<file path="src/rtl/nibble_serial_sub.sv">
// rtl/nibble_serial_sub.sv - nibble-serial 16-bit subtractor with full and packed-saturating modes
module nibble_serial_sub #(
    parameter int NIBBLES = 4
) (
    input  logic                   clk,
    input  logic                   rst,
    input  logic                   start,
    input  logic                   pad,
    input  logic [4*NIBBLES-1:0]   A,
    input  logic [4*NIBBLES-1:0]   B,
    output logic                   busy,
    output logic                   done,
    output logic [4*NIBBLES-1:0]   Diff,
    output logic                   Ovfl,
    output logic                   Zero
);
    localparam int W  = 4 * NIBBLES;
    localparam int CW = (NIBBLES > 1) ? $clog2(NIBBLES) : 1;
    localparam logic [CW-1:0] LAST_LANE = CW'(NIBBLES - 1);

    localparam logic [1:0] S_IDLE = 2'd0;
    localparam logic [1:0] S_RUN  = 2'd1;
    localparam logic [1:0] S_DONE = 2'd2;

    logic [1:0]    r_state;
    logic [CW-1:0] r_cnt;
    logic [W-1:0]  r_a;
    logic [W-1:0]  r_b;
    logic          r_pad;
    logic          r_carry;
    logic [W-1:0]  r_diff;
    logic          r_ovfl;
    logic          r_zero;

    logic [3:0]    w_a_lane;
    logic [3:0]    w_b_lane;
    logic          w_cin;
    logic [4:0]    w_sum;
    logic          w_lo;
    logic [3:0]    w_res;
    logic [W-1:0]  w_diff_next;
    logic          w_last;
    logic          w_accept;

    // One shared 4-bit adder: A + ~B + cin, the lane selected by r_cnt.
    always_comb begin
        w_a_lane    = r_a[{r_cnt, 2'b00} +: 4];
        w_b_lane    = r_b[{r_cnt, 2'b00} +: 4];
        w_cin       = (r_pad || (r_cnt == '0)) ? 1'b1 : r_carry;
        w_sum       = {1'b0, w_a_lane} + {1'b0, ~w_b_lane} + {4'b0000, w_cin};
        w_lo        = (w_a_lane[3] != w_b_lane[3]) && (w_sum[3] != w_a_lane[3]);
        w_res       = w_sum[3:0];
        if (r_pad && w_lo) begin
            w_res = w_a_lane[3] ? 4'b1000 : 4'b0111;
        end
        w_diff_next = r_diff;
        w_diff_next[{r_cnt, 2'b00} +: 4] = w_res;
        w_last      = (r_cnt == LAST_LANE);
        w_accept    = start && ((r_state == S_IDLE) || (r_state == S_DONE));
    end

    always_ff @(posedge clk or posedge rst) begin
        if (rst) begin
            r_state <= S_IDLE;
            r_cnt   <= '0;
            r_a     <= '0;
            r_b     <= '0;
            r_pad   <= 1'b0;
            r_carry <= 1'b0;
            r_diff  <= '0;
            r_ovfl  <= 1'b0;
            r_zero  <= 1'b0;
        end else if (w_accept) begin
            r_state <= S_RUN;
            r_cnt   <= '0;
            r_a     <= A;
            r_b     <= B;
            r_pad   <= pad;
            r_carry <= 1'b0;
            r_diff  <= '0;
            r_ovfl  <= 1'b0;
            r_zero  <= 1'b0;
        end else begin
            case (r_state)
                S_RUN: begin
                    r_diff  <= w_diff_next;
                    r_carry <= w_sum[4];
                    r_cnt   <= r_cnt + 1'b1;
                    // Full mode reports only the top lane; pad mode accumulates every lane.
                    if (w_last && !r_pad) begin
                        r_ovfl <= w_lo;
                    end else if (r_pad && w_lo) begin
                        r_ovfl <= 1'b1;
                    end
                    if (w_last) begin
                        r_state <= S_DONE;
                        r_cnt   <= '0;
                        r_zero  <= (w_diff_next == '0);
                    end
                end
                S_DONE:  r_state <= S_IDLE;
                default: r_state <= S_IDLE;
            endcase
        end
    end

    assign busy = (r_state == S_RUN);
    assign done = (r_state == S_DONE);
    assign Diff = r_diff;
    assign Ovfl = r_ovfl;
    assign Zero = r_zero;
endmodule

</file>
<file path="config.mk">
export PLATFORM = sky130hd
export DESIGN_NAME = nibble_serial_sub
export DESIGN_NICKNAME = d
export VERILOG_FILES = /design/src/rtl/nibble_serial_sub.sv
export SDC_FILE = /design/constraint.sdc
export NUM_CORES = 1
export LEC_CHECK = 0
export ABC_AREA = 1
export BUFFER_PORTS_ARGS = -buffer_cell sky130_fd_sc_hd__buf_2
export CAP_MARGIN = 20
export CORE_AREA = 4 4 94 96
export CTS_CLUSTER_SIZE = 16
export DETAILED_ROUTE_END_ITERATION = 16
export DIE_AREA = 0 0 98 100
export PLACE_DENSITY = 0.55
export SLEW_MARGIN = 30
export SYNTH_ARGS = -nofsm -noshare
export SYNTH_HDL_FRONTEND = slang
export SYNTH_SLANG_ARGS = --single-unit
</file>
<file path="constraint.sdc">
create_clock -name clk -period 4.45 [get_ports clk]
set_clock_uncertainty 0.15 [all_clocks]
set_input_delay 0.2225 -clock clk [delete_from_list [all_inputs] [get_ports clk]]
set_output_delay 0.2225 -clock clk [all_outputs]
set_load 0.01 [all_outputs]
</file>
==> After elaboration in Yosys (flattened, before gate mapping) <==
Index checks and enable logic that the tools add are counted.
{ "word_totals": {"out_inout_bits": 20, "inputBits": 36, "reg_bits": 56, "word_cells": 60} }
{ "op_classes": {"addsub": 4, "n_reduce_logical": 15, "n_bitwise": 1, "eq_ne": 6, "n_shift": 4, "muxes": 21} }
{ "op_table": {"columns": ["op", "count"], "rows": [
  ["two-way mux 16 bit", 2],
  ["variable part select 16 x 5 -> 4 bit", 2],
  ["bitwise mux 16 bit", 1],
  ["zero test 16 bit", 1],
  ["variable shift 4 x 6 -> 16 bit, first input constant", 1],
  ["variable part select 4 x 6 -> 16 bit", 1],
  ["two-way mux 2 bit", 6],
  ["two-way mux 1 bit", 10],
  ["two-way mux 4 bit", 2],
  ["negation 4 -> 6 bit", 1],
  ["adder 4 x 4 -> 5 bit", 1],
  ["adder 5 x 1 -> 5 bit", 1],
  ["== test 2 bit, second input constant", 2],
  ["logical AND 1 bit", 4],
  ["zero test 2 bit", 2],
  ["NOT 4 bit", 1],
  ["AND reduction 2 bit", 2],
  ["nonzero test 2 bit", 2],
  ["!= test 3 x 1 -> 1 bit, second input constant", 1],
  ["nonzero test 3 bit", 1],
  ["adder 2 x 1 -> 2 bit, second input constant", 1],
  ["== test 2 x 1 -> 1 bit, second input constant", 1],
  ["logical OR 1 bit", 2],
  ["!= test 1 bit", 2],
  ["zero test 1 bit", 1]
]} }

==> Logic depth before layout (Yosys ltp) <==
{ "logic_depth": {"ltp_word": 14, "depth_mapped": 21, "mapped_depth_nobuf": 19} }

==> Least setup slack after synthesis <==
No wires, ideal clock.
{ "synth_timing": {"path_type": "reg-to-reg", "start": "register r_cnt[0]", "end": "register r_zero (netlist: Zero)", "setup_time_ns": 0.066, "synth_period_minus_slack_ns": 3.011, "path_buffers": 3, "required_time_ns": 4.234, "t_arrival_ns": 2.795, "path_stages_with_launch": 17, "path_slack_ns": 1.439, "cell_sequence": "dfrtp_1 > buf_6 > clkbuf_1 > clkbuf_1 > o21ai_0 > o22ai_1 > fa_1 > fa_1 > xnor2_1 > nand2_2 > nand4_1 > nor2_1 > nor2_1 > nand2_1 > nor2_1 > nand3_1 > nand2_1"} }
{ "synth_between": {"elab_chain_cells": 14, "word_cells_on_any_way": 25, "cone_classes": "add/sub (3); eq/ne (3); shift (4); mux (7); bitwise (1); reduce/logical (7)"} }
{ "synth_lines": {"columns": ["element", "line_no", "rtl"], "rows": [
  ["start: declaration", "26", "logic [CW-1:0] r_cnt;"],
  ["start signal: assignment", "88", "r_cnt <= r_cnt + 1'b1;"],
  ["variable part select 16 x 5 -> 4 bit or zero test 2 bit (tied branches)", "48, 49", null],
  ["NOT 4 bit or logical OR 1 bit (tied branches)", "50, 49", null],
  ["adder 4 x 4 -> 5 bit or two-way mux 1 bit (tied branches)", "50, 49", null],
  ["adder 5 x 1 -> 5 bit", "50", "w_sum = {1'b0, w_a_lane} + {1'b0, ~w_b_lane} + {4'b0000, w_cin};"],
  ["!= test 1 bit", "51", "w_lo = (w_a_lane[3] != w_b_lane[3]) && (w_sum[3] != w_a_lane[3]);"],
  ["logical AND 1 bit", "51", null],
  ["logical AND 1 bit", "53", "if (r_pad && w_lo) begin"],
  ["two-way mux 4 bit", "53", null],
  ["variable part select 4 x 6 -> 16 bit", "57", "w_diff_next[{r_cnt, 2'b00} +: 4] = w_res;"],
  ["bitwise mux 16 bit", "57", null],
  ["zero test 16 bit", "98", "r_zero <= (w_diff_next == '0);"],
  ["two-way mux 1 bit", "95", "if (w_last) begin"],
  ["two-way mux 1 bit", "84", "case (r_state)"],
  ["two-way mux 1 bit", "73", "end else if (w_accept) begin"],
  ["end signal: assignment", "98", null],
  ["end: declaration", "33", "logic r_zero;"]
]} }
Parallel ways exist; a longest one is shown, timed or not. The select of a mux whose other input is x is not followed.
A chain may end at the register's enable or synchronous reset.

==> Worst setup path after layout <==
{ "layout_timing": {"start": "register r_cnt[1]", "end": "register r_zero (netlist: Zero)"} }
Same word-level chain as after synthesis.

==> key figures <==
Yosys
  • Syn Inst Count: 396
  • Average size of a mapped cell: 7.70 um2
  • Synthesized cell area: 0.00305 mm2
  • Post-synthesis sequential area ratio: 0.460
  • Top FF cell, synth: dfrtp_1
  • Synthesis-stage register bit count: 56
  • Syn nets: 443
  • Yosys cell types: 29
  • Synth async-reset ratio: 1.00
  • Yosys Warn Count: 0
  • EDFF count, synth: 0

STA
  • Fin. Hold Viols: 0
  • Min Tclk post-route: 3.50 ns
  • Final WS setup: 0.954 ns
  • Tightest Pin Transition: 0.698 ns
  • RSZ-0062 raised after global routing: false
  • Fin crit share: 0.786
  • Slew margin rel.: 0.534
  • Worst hold margin: 0.320 ns
  • Final setup viols: 0
  • FMAX: 286 MHz
  • Setup TNS: 0 ns
  • Final Max Tran Viols: 0

Setup path
  • Setup crit start kind: register
  • FF-to-FF End: Zero
  • CP max FO: 13
  • CP Class: reg -> reg
  • CP arrival: 3.60 ns
  • CP required: 4.55 ns
  • Crit. End Element: register
  • R2R setup slack: 0.95 ns
  • Reg2Reg Depth: 15
  • Worst reg2reg path startpoint: r_cnt[1]

Power
  • Worst VDD drop: 0.000290 V
  • Leakage power: 1.98 nW
  • Pwr/cell area: 768 mW/mm2

Clock network
  • Clk sinks: 56
  • Root Buffer: clkbuf_8
  • Reg clk slew, reported paths: 0.10 ns
  • CTS H-tree lvls: 2
  • CTS tree: built
  • Hold_buf cts: 34
  • Clk_lat worst skew: 0.30 ns
  • Post-CTS Setup Bufs: 0
  • Num CTS Buffers: 5
  • PostCTS Resize Cnt: 0
  • CTS max path bufs: 2

Die
  • Die footprint: 0.00980 mm2
  • Die height: 100 um
  • Starting Density: 0.379
  • IO Count: 56
  • Core Footprint: 0.00805 mm2
  • Die width: 98 um
  • Row cnt: 33

Routing
  • Post-Route WL: 7350 um
  • Final ANT Viol Nets: 0
  • DRC: 0
  • Via count: 2,743
  • DR WL/cell: 12.6 um
  • DRT Pass-1 Iters: 4
  • Drt initial violations: 88
  • Via density: 4.69

Finish
  • Commonest non-fill, non-tap cell in the layout: nand2_1
  • Nets: 527
  • Core Util, Final: 0.474
  • Most frequent cells in the layout: nand2_1 (128), dfrtp_1 (56), buf_2 (55)
  • Layout cells sized above 1: 0.177
  • Final std cells w/o fill: 585
  • Diode count: 0
  • Synth-to-Final Area Change: 25.3%

GRT
  • Largest net degree at the start of global routing: 57
  • Total GRT Usage: 0.155
  • Initial antenna violation count: 0
  • Vias in the first global route: 2,689
  • GRT overflow: 0
  • First-pass GRT wire length: 12,700 um

Worst hold path
  • HP Start: start
  • Hold Crit Class: in -> reg
  • Hold endpoint: r_state[0]
  • Worst Hold Depth: 4

Flow run
  • Max-cap check violation count: 0

Placement
  • DP Cell Count: 544
  • Placer congestion estimate: 0.864
  • Final HPWL DP: 5260 um
  • IO buf count: 55
  • Worst slack, placed: 0.991 ns

Outcome
  • Outcome: finished, final reports clean
state kept, by name, indices dropped and copies added, names as in the netlist:
register,flops
Diff,16
r_a,16
r_b,16
r_cnt,2
r_state,2
Ovfl,1
Zero,1
r_carry,1
r_pad,1
worst max-delay path by stage:
stage | from | end | slack [ns] | depth (start not counted)
floorplan | r_cnt[0] | Zero | 1.44 | 16
global placement | r_cnt[1] | Zero | 1.09 | 15
detailed placement | r_cnt[1] | Zero | 0.99 | 15
CTS | r_cnt[1] | Zero | 0.93 | 15
global route | r_cnt[1] | Zero | 0.66 | 19
finish | r_cnt[1] | Zero | 0.95 | 15
final cells by class:
class                      instances  area (um2)
sequential                        56        1400
tap                              105         131
clock inverter                     1        5.00
multi-input combinational        284        1410
fill                             806        4230
timing repair buffer              93         646
inverter                          40         159
clock buffer                       6        72.6
synth_stat cells, types with 2 or more instances:
master	n	area, um2
inv_1	37	139
nand4_1	10	62.6
o22ai_1	15	93.8
nand3_2	2	20.0
o21ai_0	28	140
nor3_1	2	10.0
nand2_2	10	62.6
nand2_1	128	480
nand3_1	13	65.1
a21oi_1	7	35.0
fa_1	2	40.0
o21ai_1	2	10.0
ha_1	9	113
clkbuf_1	13	48.8
buf_6	3	33.8
dfrtp_1	56	1400
nor2_1	47	176
metal layers:
metal / track usage / share of wire
met1: 0.214 / 0.47
met2: 0.258 / 0.47
met3: 0.0250 / 0.046
met4: 0.0373 / 0.010
met5: 0 / 0
worst max-delay path: stages, from the launching register on:
cell and delay [ns]:
dfrtp_1 0.65, clkinv_2 0.32, ha_1 0.26, clkinv_1 0.15, nand3_1 0.12, fa_1 0.41
fa_1 0.42, xnor2_1 0.24, nand2_2 0.10, nand4_1 0.11, nor2_1 0.06, nor2_1 0.12
nand2_1 0.08, nor2_1 0.12, nand3_1 0.09, nand2_1 0.06
power breakdown:
group          switching [mW]  internal [mW]  total (mW)  leakage, nW
combinational            1.14          0.622        1.76         1.22
sequential              0.168          0.740       0.908        0.718
clock                   0.160          0.108       0.268       0.0410
through the flow:
step | power, mW | instance area (um2)
final | 2.94 | 3820
after CTS | 2.96 | 3820
after detailed placement | 2.66 | 3400
after global routing | 3.26 | 3820
after global placement | 2.63 | 3400
after floorplan | 2.25 | 3050
kinds of logic after synthesis:
| kind of cell | Yosys count | share of synthesized area |
|---|---|---|
| fa+ha+maj | 11 | 0.0501 |
| compound gates | 55 | 0.0998 |
| simple gates | 217 | 0.308 |
| flops | 56 | 0.460 |
| xor+xnor | 1 | 0.00287 |
| buf+inv | 56 | 0.0792 |
No activity file was read; power rests on OpenSTA's default activity.
